## config.mk

```make
export PLATFORM = sky130hd
export DESIGN_NAME = instr_fetch_ctrl
export DESIGN_NICKNAME = d
export VERILOG_FILES = /design/src/rtl/instr_fetch_ctrl.sv
export SDC_FILE = /design/constraint.sdc
export NUM_CORES = 1
export LEC_CHECK = 0
export CORE_ASPECT_RATIO = 0.75
export CORE_UTILIZATION = 30
export CTS_BUF_LIST = sky130_fd_sc_hd__clkbuf_8 sky130_fd_sc_hd__clkbuf_16
export DETAILED_ROUTE_END_ITERATION = 7
export PLACE_DENSITY_LB_ADDON = 0.05
export SLEW_MARGIN = 20
export SYNTH_ARGS = -nofsm -noshare
export SYNTH_HDL_FRONTEND = slang
export SYNTH_SLANG_ARGS = --single-unit
```

## constraint.sdc

```tcl
create_clock -name clk -period 3.8 [get_ports clk]
set_input_delay 1.14 -clock clk [delete_from_list [all_inputs] [get_ports clk]]
set_output_delay 1.14 -clock clk [all_outputs]
set_load 0.02 [all_outputs]
```

## src/rtl/instr_fetch_ctrl.sv

```systemverilog
// Fetch sequencer for the synchronous instruction ROM: PC, one-deep request tracking, 2-entry output queue.
// Optional halt detection is compiled in with `define HALT_DETECT_EN.
module instr_fetch_ctrl #(
  parameter int unsigned       ADDR_W    = 32,
  parameter logic [ADDR_W-1:0] RESET_PC  = '0,
  parameter logic [ADDR_W-1:0] PC_STEP   = ADDR_W'(4),
  parameter logic [31:0]       HALT_WORD = 32'hFFFF_FFFF
) (
  input  logic              clk,
  input  logic              reset_n,
  input  logic              enable,
  output logic [ADDR_W-1:0] direccion,
  input  logic [31:0]       instruccion,
  input  logic              redirect_valid,
  input  logic [ADDR_W-1:0] redirect_pc,
  output logic              if_valid,
  input  logic              if_ready,
  output logic [31:0]       if_instr,
  output logic [ADDR_W-1:0] if_pc,
  output logic              halted,
  output logic [1:0]        dbg_state
);

`ifdef HALT_DETECT_EN
  localparam bit HALT_EN = 1'b1;
`else
  localparam bit HALT_EN = 1'b0;
`endif

  typedef enum logic [1:0] {
    IDLE = 2'd0,
    RUN  = 2'd1
`ifdef HALT_DETECT_EN
    , HALT = 2'd2
`endif
  } state_t;

  state_t            state, state_nx;
  logic [ADDR_W-1:0] pc_next;
  logic              pending;
  logic [ADDR_W-1:0] pending_addr;
  logic [31:0]       q_instr [2];
  logic [ADDR_W-1:0] q_pc    [2];
  logic [1:0]        count;
  logic [1:0]        occ;
  logic              push, pop, issue, halt_hit;
  logic [ADDR_W-1:0] redirect_aligned;

  // Handshake: an entry moves to IF/ID at a rising edge where if_valid && if_ready.
  assign if_valid         = (count != 2'd0);
  assign pop              = if_valid && if_ready;
  assign push             = pending && !redirect_valid;
  assign halt_hit         = HALT_EN && push && (instruccion == HALT_WORD);
  assign redirect_aligned = {redirect_pc[ADDR_W-1:2], 2'b00};

  // The head leaving this cycle frees its slot, which keeps delivery gap-free.
  assign occ   = count + {1'b0, pending} - {1'b0, pop};
  assign issue = (state == RUN) && enable && !redirect_valid && !halt_hit && (occ < 2'd2);

  assign if_instr  = if_valid ? q_instr[0] : '0;
  assign if_pc     = if_valid ? q_pc[0]    : '0;
  assign dbg_state = state;
`ifdef HALT_DETECT_EN
  assign halted    = (state == HALT);
`else
  assign halted    = 1'b0;
`endif

  always_comb begin
    state_nx = state;
    if (redirect_valid) begin
      state_nx = enable ? RUN : IDLE;
    end
`ifdef HALT_DETECT_EN
    else if (halt_hit) begin
      state_nx = HALT;
    end
`endif
    else begin
      case (state)
        IDLE:    if (enable)  state_nx = RUN;
        RUN:     if (!enable) state_nx = IDLE;
        default: ;
      endcase
    end
  end

  always_ff @(posedge clk or negedge reset_n) begin
    if (!reset_n) begin
      state        <= IDLE;
      direccion    <= RESET_PC;
      pc_next      <= RESET_PC + PC_STEP;
      pending      <= 1'b0;
      pending_addr <= '0;
    end else begin
      state   <= state_nx;
      pending <= issue;
      if (redirect_valid) begin
        direccion <= redirect_aligned;
        pc_next   <= redirect_aligned + PC_STEP;
      end else if (issue) begin
        pending_addr <= direccion;
        direccion    <= pc_next;
        pc_next      <= pc_next + PC_STEP;
      end
    end
  end

  // Shift queue: slot 0 is always the head.
  always_ff @(posedge clk or negedge reset_n) begin
    if (!reset_n) begin
      count      <= '0;
      q_instr[0] <= '0;
      q_instr[1] <= '0;
      q_pc[0]    <= '0;
      q_pc[1]    <= '0;
    end else if (redirect_valid) begin
      count <= '0;
    end else begin
      case ({push, pop})
        2'b10: begin
          if (count == 2'd0) begin
            q_instr[0] <= instruccion;
            q_pc[0]    <= pending_addr;
          end else begin
            q_instr[1] <= instruccion;
            q_pc[1]    <= pending_addr;
          end
          count <= count + 2'd1;
        end
        2'b01: begin
          q_instr[0] <= q_instr[1];
          q_pc[0]    <= q_pc[1];
          count      <= count - 2'd1;
        end
        2'b11: begin
          if (count == 2'd1) begin
            q_instr[0] <= instruccion;
            q_pc[0]    <= pending_addr;
          end else begin
            q_instr[0] <= q_instr[1];
            q_pc[0]    <= q_pc[1];
            q_instr[1] <= instruccion;
            q_pc[1]    <= pending_addr;
          end
        end
        default: ;
      endcase
    end
  end

endmodule

```

# After elaboration in Yosys (flattened, before gate mapping)
# Index checks and enable logic that the tools add are counted.
# classes
add_sub_neg,6
magnitude_cmp,1
n_eq_ne,10
muxes,25
bitwise,1
n_reduce_logical,18
# ops
op,count
$mux 32,14
$pmux 32 s3,2
$pmux 32 s2,2
$add 32x3->32 const B,2
$reduce_bool 3->1,3
$mux 2,4
$pmux 2 s2,2
$eq 2x1->1 const B,3
$ne 2x2->1 const B,3
$ne 3x3->1 const B,2
$reduce_and 3->1,2
$reduce_bool 2->1,3
$logic_and 1x1->1,5
$eq 2x2->1 const B,2
$logic_not 2->1,2
$reduce_and 4->1,1
$add 2x1->2,1
$add 2x1->2 const B,1
$lt 2x2->1 const B,1
$reduce_and 2->1,1
$sub 2x1->2,1
$sub 2x1->2 const B,1
$logic_not 1->1,1
$mux 1,1
$not 1->1,1
# totals
regBits,229
input_bits,69
out_inout_bits,100
word_cells,71

# Depth between registers and ports, before layout
# Gate-level depths: netlist of the first run.
# depth
depth_word,7
mapped_depth,16
mapped_depth_nobuf,13

# Least setup slack after synthesis of the first run
# No wires, ideal clock.
# synth_path
path_type,input-to-reg
start,input redirect_valid
end,register pc_next[28]
setup_time_ps,127
arrival_time_ps,3096
required_time_ps,3673
slack_ps,577
cell_stages,11
n_path_buf,4
path_cell_list,buf_2 buf_2 buf_2 mux2_2 ha_1 a21boi_1 nand4_2 buf_6 nor3_1 xnor2_1 mux2i_1
# synth_between
elab_chain_cells,4
elab_cells_between_ends,5
classes_between,mux: 1; reduce/logical: 4
# synth_lines
element,line,text
from (decl),14,"input logic redirect_valid,"
$logic_not 1->1,58,assign issue = (state == RUN) && enable && !redirect_valid && !halt_hit && (occ < 2'd2);
$logic_and 1x1->1 (2 in series),58,
$reduce_bool 2->1 (no source line),-,
to (signal assigned),92,pc_next <= RESET_PC + PC_STEP;
to (signal assigned),100,pc_next <= redirect_aligned + PC_STEP;
to (signal assigned),104,pc_next <= pc_next + PC_STEP;
to (decl),39,logic [ADDR_W-1:0] pc_next;
# Parallel ways exist; a longest one is shown, timed or not.
# A chain may end at the register's enable or synchronous reset.

# Final worst setup path of the first run
# layout_path
start,register count[1]
end,output if_pc[19]
# layout_between
elab_chain_cells,2
# layout_lines
element,line,text
from (decl),44,logic [1:0] count;
from (signal assigned),129,count <= count + 2'd1;
from (signal assigned),134,count <= count - 2'd1;
$reduce_bool 2->1,50,assign if_valid = (count != 2'd0);
$mux 32,61,assign if_pc = if_valid ? q_pc[0] : '0;
to (decl),19,"output logic [ADDR_W-1:0] if_pc,"
# Every way passes these cells.

==> impl_metrics.toml, run 1 <==
[pwr]
netSwitchingPower_mw = 3.50
leakagePower_nw = 6.36
clkPwrFrac_pct = 25.2
p_seq_share_pct = 36.5
power.internal_mw = 6.58
sw_frac_of_total_pct = 34.7
combPwrFrac_pct = 38.3
ir_drop_mv = 0.331
power_density_mw_per_mm2 = 729
p_total_mw = 10.1

[placed_design]
numPlacedInstances = 1607
dp_hpwl_mm = 18.3
routabilityCongestion = 0.736
port_buffers = 160

[synth]
syn_area_per_cell_um2 = 10.5
yosys_warnings = 0
synth-compound-area-share_pct = 6.79
synthMuxAreaShare_pct = 17.2
synth_adder_area_share_pct = 0.465
ys_ff_latch = 218
yosysUniqueCellTypes = 52
ys_seq_area_share_pct = 50.7
synth_top_family_by_area = "multiplexers"
yosys.area_share.simple_pct = 16.6
syn_area_mm2 = 0.0108
synthCells = 1026
synth_xor_xnor_area_share_pct = 4.47

[finish]
layout-drive-gt1-share_pct = 13.4
layout_commonest_cell = "dfrtp_1"
nNetsFinal = 1251
instances_no_fill = 1651
area_growth_syn_to_layout_pct = 28.4
num_antenna_cells = 0
final_cell_mix = "217 x dfrtp_1, 158 x clkdlybuf4s50_1, 145 x nand2_1"
n_fill_cell = 3506

[route]
drc = 6
drt_iter0_drc = 426
routed_wirelength_mm = 28.0
routedWlPerCell_um = 16.9
vias_per_cell = 4.69
ant_nets = 0
vias = 7737
drt_pass1_iterations = 7

[timing]
fmax_mhz = 286
worstMarginPinSlew_ps = 560
drv_slew = 0
finalCritPeriodShare_pct = 92.2
setup_tns_ps = 0
rsz0062_at_grt = "no"
relSlewSlack_pct = 61.6
clock_skew_ps = 8.09
hold_viol_final = 0
setup_viol = 0
min_period_ps = 3500

[setup_path]
worstSetupStartpoint = "count[1]"
worstReg2RegStart = "count[1]"
worst-path-max-fanout = 63
reg2reg_depth = 13
start_kind = "flop"
ff2ff_setup_slack_ps = 940
worstPathRequired_ps = 2660
timing.rr.end = "pc_next[26]"
critical_path.endpoint = "if_pc[19]"
end_kind = "output port"
crit_type = "flop to output port"
critPathArrivalTime_ps = 2360

[global_route]
grt_pass1_vias = 7839
grt_overflow = 0
gr-usage-all-layers_pct = 15.6
grt_max_degree = 125
antenna_found_initial = 0
grt_pass1_wl_mm = 45.3

[clock_tree]
holdBufCountCts = 0
cts_root_buffer = "clkbuf_16"
clk_latency_ps = 540
ctsResizeCount = 0
htreeDepth = 1
clkTransAtPathRegs_ps = 60
clk_path_buf_depth = 3
post-cts-setup-buffers = 0
cts.sink_count = 218
cts_buffers = 26
cts_tree = "yes"

[outcome]
status = "finished, violations left"
failed_checks = "DRC"

[die]
fp-row-count = 59
start_util_pct = 30.8
ios = 169
die-area_mm2 = 0.0367
die_w_um = 221
fp.coreArea_mm2 = 0.0350
fp.dieH_um = 166

[run]
maxCapViolations = 0

[hold_path]
hp-class = "flop to flop"
## layer usage
| metal | up-vias | share of wire (%) | track usage [%] |
|---|---|---|---|
| met2 | 110 | 46 | 24.5 |
| li1 | 3787 | - | - |
| met3 | 35 | 3.1 | 2.73 |
| met1 | 3805 | 49 | 22.3 |
| met4 | 0 | 1.6 | 3.07 |
| met5 | - | 0 | 0 |
## logic make-up after synthesis
family	after synthesis
adders and majority gates	4
and+or+nand+nor	362
xor gates and xnor gates	55
buffers and inverters	81
muxes	177
AOI/OAI and AO/OA	128
other	1
DFF	218
## critical path, stage by stage (launching register included)
cell and delay [ps]:
dfrtp_1 400, inv_1 80, ha_2 200, buf_12 220
nor2b_1 260, clkdlybuf4s50_1 660
## worst min path at each step
stage / from / endpoint / cells after the start
floorplan: pc_next[2] / pc_next[2] / 2
global placement: pc_next[2] / pc_next[2] / 2
detailed placement: pc_next[2] / pc_next[2] / 2
CTS: pc_next[2] / pc_next[2] / 2
global route: q_instr[4] / q_instr[4] / 1
finish: pc_next[2] / pc_next[2] / 2
## per-stage QoR
| step | setup WS, ps | hold WS, ps | instance area (µm²) | utilization (%) |
|---|---|---|---|---|
| floorplan | 577 | 445 | 10800 | - |
| global placement | 110 | 469 | 13000 | 37.0 |
| finish | 298 | 481 | 13800 | 39.5 |
| detailed placement | 66.0 | 466 | 13000 | 37.0 |
| global route | 152 | 508 | 13800 | 39.5 |
| CTS | 241 | 482 | 13800 | 39.5 |
## sequential cells by signal (all words and copies together), names as in the netlist
signal,flops
dbg_state,1
direccion,30
q_instr,64
count,2
pc_next,30
pending_addr,30
pending,1
q_pc,60
## power groups by stage
stage	sequential [mW]	combinational, mW	clock [mW]
final	3.68	3.86	2.54
after global routing	3.81	4.25	2.74
after floorplan	3.62	2.40	0
after detailed placement	3.74	3.95	0
after CTS	3.70	3.97	2.65
after global placement	3.72	3.93	0
## cell type report
type | count | area [µm²] | share of cell area, %
sequential | 218 | 5460 | 39.5
inverter | 12 | 45.0 | 0.326
multi-input combinational | 732 | 4960 | 35.9
clock inverter | 10 | 92.6 | 0.670
clock buffer | 34 | 772 | 5.58
tap | 457 | 572 | 4.14
timing repair buffer | 188 | 1930 | 13.9
## cell usage after synthesis (all sizes together)
| library cell | n | share of area, % |
|---|---|---|
| dfrtp | 217 | 50 |
| nand2 | 146 | 5.1 |
| mux2i | 111 | 10 |
| nor2 | 84 | 2.9 |
| a21oi | 68 | 3.2 |
| mux2 | 66 | 6.9 |
| nor2b | 62 | 3.6 |
| xnor2 | 44 | 3.6 |
| buf | 42 | 2.4 |
| o21ai | 33 | 1.5 |
| clkbuf | 27 | 0.94 |
| nor3 | 16 | 0.93 |
| nand3 | 13 | 0.60 |
| inv | 12 | 0.42 |
| xor2 | 11 | 0.89 |
| a22oi | 8 | 0.78 |
| nand3b | 8 | 0.67 |
| nand4 | 7 | 0.58 |
| nor4 | 7 | 0.76 |
| a31oi | 5 | 0.29 |
| and3 | 5 | 0.29 |
| ha | 4 | 0.46 |
| nand4b | 3 | 0.24 |
| a211oi | 2 | 0.14 |
| a21boi | 2 | 0.14 |
| a22o | 2 | 0.16 |
| and4 | 2 | 0.16 |
| and4b | 2 | 0.19 |
| o22ai | 2 | 0.12 |
| o31a | 2 | 0.16 |
| or3 | 2 | 0.12 |
| a211o | 1 | 0.081 |
| a21o | 1 | 0.070 |
| a2bb2oi | 1 | 0.081 |
| and2b | 1 | 0.070 |
| conb | 1 | 0.035 |
| dfstp | 1 | 0.24 |
| nand2b | 1 | 0.058 |
| nor3b | 1 | 0.12 |
| nor4b | 1 | 0.14 |
| o21a | 1 | 0.070 |
| or2 | 1 | 0.058 |
No activity file was read; power rests on OpenSTA's default activity.
==> inputs of run 2 (changes only) <==
--- a/config.mk
+++ b/config.mk
@@ -14,3 +14,4 @@
 export SYNTH_ARGS = -nofsm -noshare
 export SYNTH_HDL_FRONTEND = slang
 export SYNTH_SLANG_ARGS = --single-unit
+export TNS_END_PERCENT = 5
==> results of run 2 <==
No change in the layout: final DEF, timing and power equal those of run 1.
